### src/rtl/numbotron_pkg.sv
// Shared constants and types for the numbotron counter register file and its thread.
package numbotron_pkg;

  localparam int NREGS = 8;
  localparam int REG_W = 8;
  localparam int SEL_W = 3;

  typedef logic [NREGS-1:0] reg_mask_t;
  typedef logic [REG_W-1:0] reg_val_t;

  localparam reg_val_t REG_MAX = '1;

endpackage

### src/rtl/numbotron_counter.sv
// One saturating up/down counter of the register file.
// Priority is clr > load > step, and the counter holds at zero and at all-ones.
module numbotron_counter
  import numbotron_pkg::*;
(
  input  logic     clk,
  input  logic     rstb,
  input  logic     inc,
  input  logic     dec,
  input  logic     step,
  input  logic     load,
  input  logic     clr,
  input  reg_val_t load_val,
  output reg_val_t value,
  output logic     is_zero,
  output logic     sat_hit
);

  reg_val_t value_q;
  reg_val_t value_d;
  logic     inc_only;
  logic     dec_only;

  always_comb begin
    inc_only = step & inc & ~dec;
    dec_only = step & dec & ~inc;
    // An increment only counts as attempted when clr and load have not pre-empted it.
    sat_hit  = inc_only & ~clr & ~load & (value_q == REG_MAX);
    value_d  = value_q;
    if (clr) begin
      value_d = '0;
    end else if (load) begin
      value_d = load_val;
    end else if (inc_only && (value_q != REG_MAX)) begin
      value_d = value_q + reg_val_t'(1);
    end else if (dec_only && (value_q != '0)) begin
      value_d = value_q - reg_val_t'(1);
    end
  end

  always_ff @(posedge clk) begin
    if (!rstb) begin
      value_q <= '0;
    end else begin
      value_q <= value_d;
    end
  end

  assign value   = value_q;
  assign is_zero = (value_q == '0);

endmodule

### src/rtl/numbotron_regfile.sv
// Counter register file feeding zero flags back to the numbotron thread, with edit load and readout.
// Define NUMBOTRON_OVF_EN to build the sticky per-register overflow flags; otherwise ovf is 0.
module numbotron_regfile
  import numbotron_pkg::*;
(
  input  logic             clk,
  input  logic             rstb,
  input  logic             running,
  input  logic             dostep,
  input  reg_mask_t        inc_regs,
  input  reg_mask_t        dec_regs,
  input  logic             load_en,
  input  logic [SEL_W-1:0] load_sel,
  input  reg_val_t         load_val,
  input  logic             clr_all,
  input  logic [SEL_W-1:0] rd_sel,
  output reg_val_t         rd_data,
  output reg_mask_t        zero_flags,
  output reg_mask_t        ovf
);

  logic      edit_clr;
  logic      edit_load;
  reg_mask_t load_dec;
  reg_mask_t sat_hit;
  reg_val_t  value [NREGS];
  reg_val_t  rd_data_q;
  reg_val_t  rd_data_d;

  // Edit strobes only act while the thread is stopped; an out-of-range select decodes to nothing.
  always_comb begin
    edit_clr  = ~running & clr_all;
    edit_load = ~running & load_en & ~clr_all;
    load_dec  = '0;
    for (int i = 0; i < NREGS; i++) begin
      load_dec[i] = edit_load & (load_sel == SEL_W'(i));
    end
  end

  for (genvar g = 0; g < NREGS; g++) begin : g_cnt
    numbotron_counter u_cnt (
      .clk      (clk),
      .rstb     (rstb),
      .inc      (inc_regs[g]),
      .dec      (dec_regs[g]),
      .step     (dostep),
      .load     (load_dec[g]),
      .clr      (edit_clr),
      .load_val (load_val),
      .value    (value[g]),
      .is_zero  (zero_flags[g]),
      .sat_hit  (sat_hit[g])
    );
  end

  always_comb begin
    rd_data_d = '0;
    for (int i = 0; i < NREGS; i++) begin
      if (rd_sel == SEL_W'(i)) begin
        rd_data_d = value[i];
      end
    end
  end

  always_ff @(posedge clk) begin
    if (!rstb) begin
      rd_data_q <= '0;
    end else begin
      rd_data_q <= rd_data_d;
    end
  end

  assign rd_data = rd_data_q;

`ifdef NUMBOTRON_OVF_EN
  reg_mask_t ovf_q;
  reg_mask_t ovf_d;

  always_comb begin
    ovf_d = edit_clr ? '0 : (ovf_q | sat_hit);
  end

  always_ff @(posedge clk) begin
    if (!rstb) begin
      ovf_q <= '0;
    end else begin
      ovf_q <= ovf_d;
    end
  end

  assign ovf = ovf_q;
`else
  logic unused_sat_hit;
  assign unused_sat_hit = ^sat_hit;
  assign ovf            = '0;
`endif

endmodule

### config.mk
export PLATFORM = sky130hd
export DESIGN_NAME = numbotron_regfile
export DESIGN_NICKNAME = d
export VERILOG_FILES = /design/src/rtl/numbotron_pkg.sv /design/src/rtl/numbotron_counter.sv /design/src/rtl/numbotron_regfile.sv
export SDC_FILE = /design/constraint.sdc
export NUM_CORES = 1
export LEC_CHECK = 0
export CAP_MARGIN = 5
export CORE_AREA = 3 3 126 128
export DETAILED_ROUTE_END_ITERATION = 6
export DIE_AREA = 0 0 129 131
export PLACE_DENSITY = 0.69
export SETUP_SLACK_MARGIN = 0.2
export SLEW_MARGIN = 20
export SYNTH_ARGS = -nofsm -noshare
export SYNTH_HDL_FRONTEND = slang
export SYNTH_HIERARCHICAL = 1
export SYNTH_SLANG_ARGS = --single-unit
### constraint.sdc
create_clock -name clk -period 5.25 [get_ports clk]
set_clock_uncertainty 0.1 [all_clocks]
set_input_delay 0.525 -clock clk [delete_from_list [all_inputs] [get_ports clk]]
set_output_delay 0.525 -clock clk [all_outputs]
set_load 0.02 [all_outputs]
Word-level counts from Yosys, hierarchy flattened. Cells that the tools add are included.

Flip-flop bits (word level): 72. Input bits: 36. Output and inout bits: 24. Logic and storage cells: 184.

Add/sub/neg operators: 16. Eq/ne operators: 22. Mux-type cells: 32. Bitwise operators: 62. Reduce and logical (&&, ||, !) cells: 43.

Operators by type and width (count): 8-bit 2-to-1 mux (32); 8-bit by 1-bit adder with 8-bit output, second input constant (8); 8-bit zero test (8); 8-bit != test, second input constant (8); 8-bit nonzero test (8); 8-bit by 1-bit subtractor with 8-bit output, second input constant (8); 1-bit bitwise AND (43); 3-bit == test, second input constant (8); 3-bit nonzero test (8); 1-bit inverter (19); 1-bit logical AND (16); 3-bit by 2-bit == test with 1-bit output, second input constant (4); 3-bit by 1-bit == test with 1-bit output, second input constant (2); 3-bit zero test (2); 2-bit OR reduction (1).

Longest topological paths before layout. Gate-level depths: netlist of the first run.

Word-level depth: 9. Mapped depth: 9. Mapped depth without buffers: 9.

Hierarchy. The synthesis of the first run kept the hierarchy.

Modules (own cells, without submodules): numbotron_counter at g_cnt[0].u_cnt ... (times used 5, cells each 96, area an instance 789.5 µm², sequential area each 160.2 µm²); numbotron_counter at g_cnt[5].u_cnt ... (times used 2, cells each 92, area an instance 842.1 µm², sequential area each 160.2 µm²); numbotron_regfile (times used 1, cells each 102, area an instance 907.1 µm², sequential area each 160.2 µm²); numbotron_counter at g_cnt[7].u_cnt (times used 1, cells each 92, area an instance 825.8 µm², sequential area each 160.2 µm²).

Worst setup path before layout of the first run. OpenSTA, ideal clock, no wires.

Path kind: input-to-reg. Start point: input port dec_regs[1]. End point: register g_cnt[1].u_cnt.value_q[6]. Setup time: 0.058 ns. Arrival: 2.450 ns. Required time: 5.092 ns. Path slack: 2.642 ns. Cell stages on the path: 9. Buffers on the path: 0. Cell sequence: nand3b_1 a21oi_1 inv_1 fa_1 a211oi_1 nor2_1 or4_1 nand4_1 o211a_1.

Longest elaborated chain between the ends: 5. Elaborated cells on any way between the ends: 9. Classes of those cells: mux (2); bitwise (4); reduce/logical (3).

RTL lines: from (decl) (RTL line numbotron_regfile.sv:11) `input reg_mask_t dec_regs,`; 1-bit inverter (RTL line numbotron_counter.sv:25) `inc_only = step & inc & ~dec;`; 1-bit bitwise AND (RTL line numbotron_counter.sv:25); 1-bit logical AND (RTL line numbotron_counter.sv:34) `end else if (inc_only && (value_q != REG_MAX)) begin`; 8-bit 2-to-1 mux (RTL line numbotron_counter.sv:34); 8-bit 2-to-1 mux (RTL line numbotron_counter.sv:32) `end else if (load) begin`; to (signal assigned) (RTL line numbotron_counter.sv:45) `value_q <= value_d;`; to (decl) (RTL line numbotron_counter.sv:19) `reg_val_t value_q;`.

Parallel ways exist; a longest one is shown, timed or not. A chain may end at the register's enable or synchronous reset.

Worst setup path in the final report of the first run.
Start point: input port dostep. End point: register g_cnt[2].u_cnt.value_q[6].

Longest elaborated chain between the ends: 5. Elaborated cells on any way between the ends: 9. Classes of those cells: mux (2); bitwise (4); reduce/logical (3).

RTL lines: from (decl) (RTL line numbotron_regfile.sv:9) `input logic dostep,`; 1-bit bitwise AND (2 in a row) (RTL line numbotron_counter.sv:25); 1-bit logical AND (RTL line numbotron_counter.sv:34); 8-bit 2-to-1 mux (RTL line numbotron_counter.sv:34); 8-bit 2-to-1 mux (RTL line numbotron_counter.sv:32); to (signal assigned) (RTL line numbotron_counter.sv:45); to (decl) (RTL line numbotron_counter.sv:19).

Parallel ways exist; a longest one is shown, timed or not.

==> results of run 1 <==
-- flip-flops by register name, indices dropped and copies added (netlist names) --
signal	cells
rd_data	8
g_cnt.u_cnt/value	64
-- metrics by stage --
stage	worst slack (ns)	instance area [um2]	util [%]	hold slack, ns	power [mW]
after floorplan	2.66	7310	-	0.404	1.31
after global placement	1.45	7770	51.9	0.455	1.50
final	1.66	8090	54.0	0.470	2.18
after CTS	1.71	8090	54.0	0.473	2.19
after detailed placement	1.35	7770	51.9	0.464	1.51
after global routing	1.43	8090	54.0	0.499	2.31
-- worst paths after layout --
path / endpoint / slack (ns)
worst max-delay path: g_cnt[2].u_cnt/value[6]$_SDFFE_PP0P_ / 1.66
worst min-delay path: g_cnt[2].u_cnt/value[4]$_SDFFE_PP0P_ / 0.47
worst max register to register: g_cnt[3].u_cnt/value[6]$_SDFFE_PP0P_ / 2.48
worst min register to register: g_cnt[2].u_cnt/value[4]$_SDFFE_PP0P_ / 0.47
-- layout by cell type, fill, tap and decap left out, drive strengths merged, types with 16 or more instances in the layout --
cell and instances:
o21ai 48, or4 21, ha 56, nor3 25
mux2i 43, clkdlybuf4s50 51, a211oi 51, or3 16
o211ai 26, o22ai 16, nand2 42, inv 18
nor2 86, a21oi 48, o211a 17, nand2b 27
a21o 19, dfxtp 72
-- area by class of cell --
type	count	area, um2	area share (%)
clock buffers	9	225	2.78
clock inverters	7	96.3	1.19
inverters	21	78.8	0.974
multi-input cells	710	5430	67.1
flip-flops and latches	72	1440	17.8
well taps	188	235	2.91
repair buffers	61	586	7.24
-- worst max-delay path, cell delays in order --
cell and delay [ns]:
clkdlybuf4s50_1 1.02, nand3b_1 0.24, a21oi_1 0.25, inv_1 0.20, fa_1 0.46, a211oi_1 0.23
nor2_1 0.11, or4_1 0.48, nand4_1 0.10, o211a_1 0.15
-- report_power, final --
group          leakage, nW  internal (mW)  switching (mW)
clock                0.159          0.417           0.254
sequential           0.589          0.591          0.0760
combinational         2.55          0.391           0.452
-- metal layers --
metal / part of all wire (%) / track usage, %
met1: 47 / 33.3
met2: 45 / 38.2
met3: 6.2 / 4.72
met4: 1.9 / 6.55
met5: 0 / 0
==> results.sh, run 1 <==
export IMPL_antenna_found_initial=0
export IMPL_fillers=1404
export IMPL_boundaryPins=60
export IMPL_post_route_drc_count=0
export IMPL_grt_pass1_wl_um=32300
export IMPL_vias_per_cell=6.20
export IMPL_tightest_slew_ns=1.02
export IMPL_die_area_um2=16900
export IMPL_post_cts_setup_buffers=0
export IMPL_post_drt_wl_per_cell_um=18.6
export IMPL_routed_wl_um=19900
export IMPL_postRouteAntennaNets=0
export IMPL_post_cts_resize_count=0
export IMPL_ir_drop_uv=172
export IMPL_grt_overflow=0
export IMPL_drtPass1Iterations=5
export IMPL_hp_start="g_cnt[2].u_cnt/value[4]$_SDFFE_PP0P_"
export IMPL_p_per_area_nw_per_um2=270
export IMPL_drive_above_1_share_pct=9.66
export IMPL_drt_iter0_drc=547
export IMPL_dieWidth_um=129
export IMPL_start_util_pct=48.6
export IMPL_dp_cells=1052
export IMPL_period_share_pct=68.3
export IMPL_cts_root_buf="clkbuf_16"
export IMPL_arrival_ns=3.77
export IMPL_cap_viol_max_count=0
export IMPL_start_kind="primary input"
export IMPL_crit_type="primary input to flip-flop"
export IMPL_via_count=6623
export IMPL_netlist_area_um2=7280
export IMPL_finalMaxSlewViolations=0
export IMPL_cts_buffers=9
export IMPL_hold_violations=0
export IMPL_grt_pass1_vias=6188
export IMPL_reg2reg_depth=9
export IMPL_rows=45
export IMPL_postSynthCellCount=842
export IMPL_hold_buffers=0
export IMPL_grt_max_degree=26
export IMPL_period_minus_slack_ns=3.59
export IMPL_critical_path_endpoint_type="flip-flop"
export IMPL_hpwl_um=14300
export IMPL_area_delta_synth_final_pct=11.1
export IMPL_timing_slew_headroom_pct=31.7
export IMPL_rr_startpoint="g_cnt[3].u_cnt/value[0]$_SDFFE_PP0P_"
export IMPL_total_leakage_power_nw=3.30
export IMPL_finalNonFillerCells=1068
export IMPL_cts_max_level=3
export IMPL_insertion_delay_ns=0.34
export IMPL_nNetsFinal=975
export IMPL_crit_start="dostep"
export IMPL_antennaDiodeCount=0
export IMPL_io_buffers=51
export IMPL_rsz0062_at_grt="no"
export IMPL_fin_setup_tns_ns=0
export IMPL_cts_buffer_depth=2
export IMPL_core_um2=15000
export IMPL_cts_sinks=72
export IMPL_yosysWarningCount=6
export IMPL_cts_tree="yes"
export IMPL_fmax_ghz=0.279
export IMPL_synth_avg_cell_area_um2=8.65
export IMPL_hp_class="flip-flop to flip-flop"
export IMPL_grt_util_all_layers_pct=24.0
export IMPL_path_clk_slew_ns=0.06
export IMPL_setup_violations=0
export IMPL_holdPathStages=2
export IMPL_gp_congestion=0.921
export IMPL_fp_dieH_um=131
export IMPL_crit_fanout=19
export IMPL_required_ns=5.44
export IMPL_status="completed"
Note: power is estimated with default switching activity, not from simulation.
==> inputs of run 2 (changes only) <==
==> constraint.sdc (replaced) <==
create_clock -name clk -period 3.4 [get_ports clk]
set_clock_uncertainty 0.1 [all_clocks]
set_input_delay 0.34 -clock clk [delete_from_list [all_inputs] [get_ports clk]]
set_output_delay 0.34 -clock clk [all_outputs]
set_load 0.02 [all_outputs]
==> run 2 against run 1 <==
Net effect:
- routed wire length rose by 2.1%
- register-to-register slack got worse by 1.9 ns
- final cell count rose by 0.56%
- clock power rose by 46%
- non-clock buffer count rose by 6
- clock-buffer cell count rose by 2
- largest power group unchanged
==> results.sh, run 2 (synthesis gave the netlist of run 1 again) <==
export IMPL_finalMaxSlewViolations=0
export IMPL_grt_pass1_wl_um=32800
export IMPL_hp_start="g_cnt[3].u_cnt/value[4]$_SDFFE_PP0P_"
export IMPL_grt_pass1_vias=6187
export IMPL_start_kind="primary input"
export IMPL_gp_congestion=0.917
export IMPL_grt_overflow=0
export IMPL_timing_slew_headroom_pct=48.3
export IMPL_vias_per_cell=6.28
export IMPL_drive_above_1_share_pct=10.2
export IMPL_cts_buffers=9
export IMPL_fillers=1401
export IMPL_post_cts_resize_count=0
export IMPL_hold_slack_ns=0.466
export IMPL_crit_path_top_delay_cell="clkdlybuf4s50_1"
export IMPL_post_drt_wl_per_cell_um=18.9
export IMPL_required_ns=3.60
export IMPL_rr_startpoint="g_cnt[3].u_cnt/value[0]$_SDFFE_PP0P_"
export IMPL_pwr_share_seq_pct=31.0
export IMPL_pre_cts_slack_ns=0.141
export IMPL_rsz0062_at_grt="no"
export IMPL_fmax_ghz=0.337
export IMPL_cts_tree="yes"
export IMPL_nNetsFinal=981
export IMPL_grt_max_degree=26
export IMPL_routed_wl_um=20300
export IMPL_hpwl_um=14600
export IMPL_p_int_mw=2.11
export IMPL_p_per_area_nw_per_um2=409
export IMPL_largest_register_ffs=64
export IMPL_insertion_delay_ns=0.35
export IMPL_hp_class="flip-flop to flip-flop"
export IMPL_io_buffers=51
export IMPL_status="completed"
export IMPL_postPlaceCellArea_um2=7830
export IMPL_path_clk_slew_ns=0.06
export IMPL_critical_path_endpoint_type="flip-flop"
export IMPL_post_route_drc_count=0
export IMPL_period_share_pct=87.1
export IMPL_crit_start="dostep"
export IMPL_cap_viol_max_count=0
export IMPL_hold_buffers=0
export IMPL_via_count=6745
export IMPL_finalNonFillerCells=1074
export IMPL_drtPass1Iterations=5
export IMPL_crit_fanout=24
export IMPL_hold_violations=0
export IMPL_setup_violations=0
export IMPL_cts_root_buf="clkbuf_16"
export IMPL_clockPowerShare_pct=29.6
export IMPL_ir_drop_uv=283
export IMPL_cts_sinks=72
export IMPL_die_area_um2=16900
export IMPL_switching_power_mw=1.21
export IMPL_total_leakage_power_nw=3.32
export IMPL_fin_setup_tns_ns=0
export IMPL_dieWidth_um=129
export IMPL_slowest_delay_ns=0.51
export IMPL_final_common_cell="nor2_1"
export IMPL_fp_dieH_um=131
export IMPL_post_cts_setup_buffers=0
export IMPL_grt_util_all_layers_pct=24.5
export IMPL_rows=45
export IMPL_antenna_found_initial=0
export IMPL_start_util_pct=48.6
export IMPL_period_minus_slack_ns=2.96
export IMPL_tightest_slew_ns=0.773
export IMPL_worst_slack_ns=0.437
export IMPL_antennaDiodeCount=0
export IMPL_boundaryPins=60
export IMPL_crit_type="primary input to flip-flop"
export IMPL_drt_iter0_drc=506
export IMPL_dp_cells=1058
export IMPL_final_cell_mix="nor2_1 (83), dfxtp_1 (72), ha_1 (56), clkdlybuf4s50_1 (51), a21oi_1 (48)"
export IMPL_area_delta_synth_final_pct=11.6
export IMPL_p_comb_share_pct=39.4
export IMPL_cts_buffer_depth=2
export IMPL_postRouteAntennaNets=0
export IMPL_cts_max_level=3
export IMPL_path_cells="clkdlybuf4s50_1, buf_12, nand3b_1, a21oi_1, inv_1, fa_1, a211oi_1, nor2_1, or4_1, nand4_1, o211a_1"
export IMPL_fin_area_um2=8130
export IMPL_arrival_ns=3.16
export IMPL_core_um2=15000
export IMPL_swShare_pct=36.5
## run 2: cell types whose count changed in the layout (fill, tap and decap cells not counted)
cell | before | now
clkinvlp_4 | 0 | 1
bufinv_16 | 2 | 1
clkinv_4 | 3 | 1
clkbuf_8 | 0 | 1
buf_4 | 10 | 15
clkbuf_1 | 0 | 1
buf_12 | 0 | 1
## run 2: power by group through the flow
stage                     clock network [mW]  logic, mW  registers [mW]
final                                  0.982       1.31            1.03
after global routing                    1.03       1.45            1.04
after CTS                              0.993       1.31            1.03
after detailed placement                   0       1.30            1.04
after global placement                     0       1.29            1.04
after floorplan                            0       1.01            1.01
## run 2: layer usage
layer  GRT usage (%)  part of all wire, %
met5               0                    0
met4            5.00                  1.3
met3            4.55                  7.4
met2            40.0                   45
met1            34.0                   46
## run 2: area by class of cell
type                    count  area [um2]  share of cell area (%)
well taps                 188         235                    2.89
clock inverters             5        56.3                   0.693
repair buffers             67         643                    7.92
multi-input cells         710        5430                    66.8
flip-flops and latches     72        1440                    17.7
clock buffers              11         243                    2.99
inverters                  21        78.8                   0.970
## run 2: stage by stage
| stage | util, % | power [mW] |
|---|---|---|
| after floorplan | - | 2.02 |
| after global placement | 52.3 | 2.33 |
| after detailed placement | 52.3 | 2.34 |
| after CTS | 54.3 | 3.32 |
| after global routing | 54.3 | 3.52 |
| final | 54.3 | 3.32 |
## run 2: worst max-delay path: cells and delay by family
family                     cells  cell delay, ns
AOI/OAI and AO/OA              3            0.64
buffers and inverters          3            0.91
and+or+nand+nor                4            0.79
adders and majority gates      1            0.46
## run 2: final timing paths
| kind | to | depth (start not counted) | slack (ns) |
|---|---|---|---|
| setup / recovery | g_cnt[3].u_cnt/value[6]$_SDFFE_PP0P_ | 11 | 0.44 |
| hold / removal | g_cnt[3].u_cnt/value[4]$_SDFFE_PP0P_ | 2 | 0.47 |
| setup reg to reg | g_cnt[3].u_cnt/value[6]$_SDFFE_PP0P_ | 9 | 0.60 |
| hold reg to reg | g_cnt[3].u_cnt/value[4]$_SDFFE_PP0P_ | 2 | 0.47 |
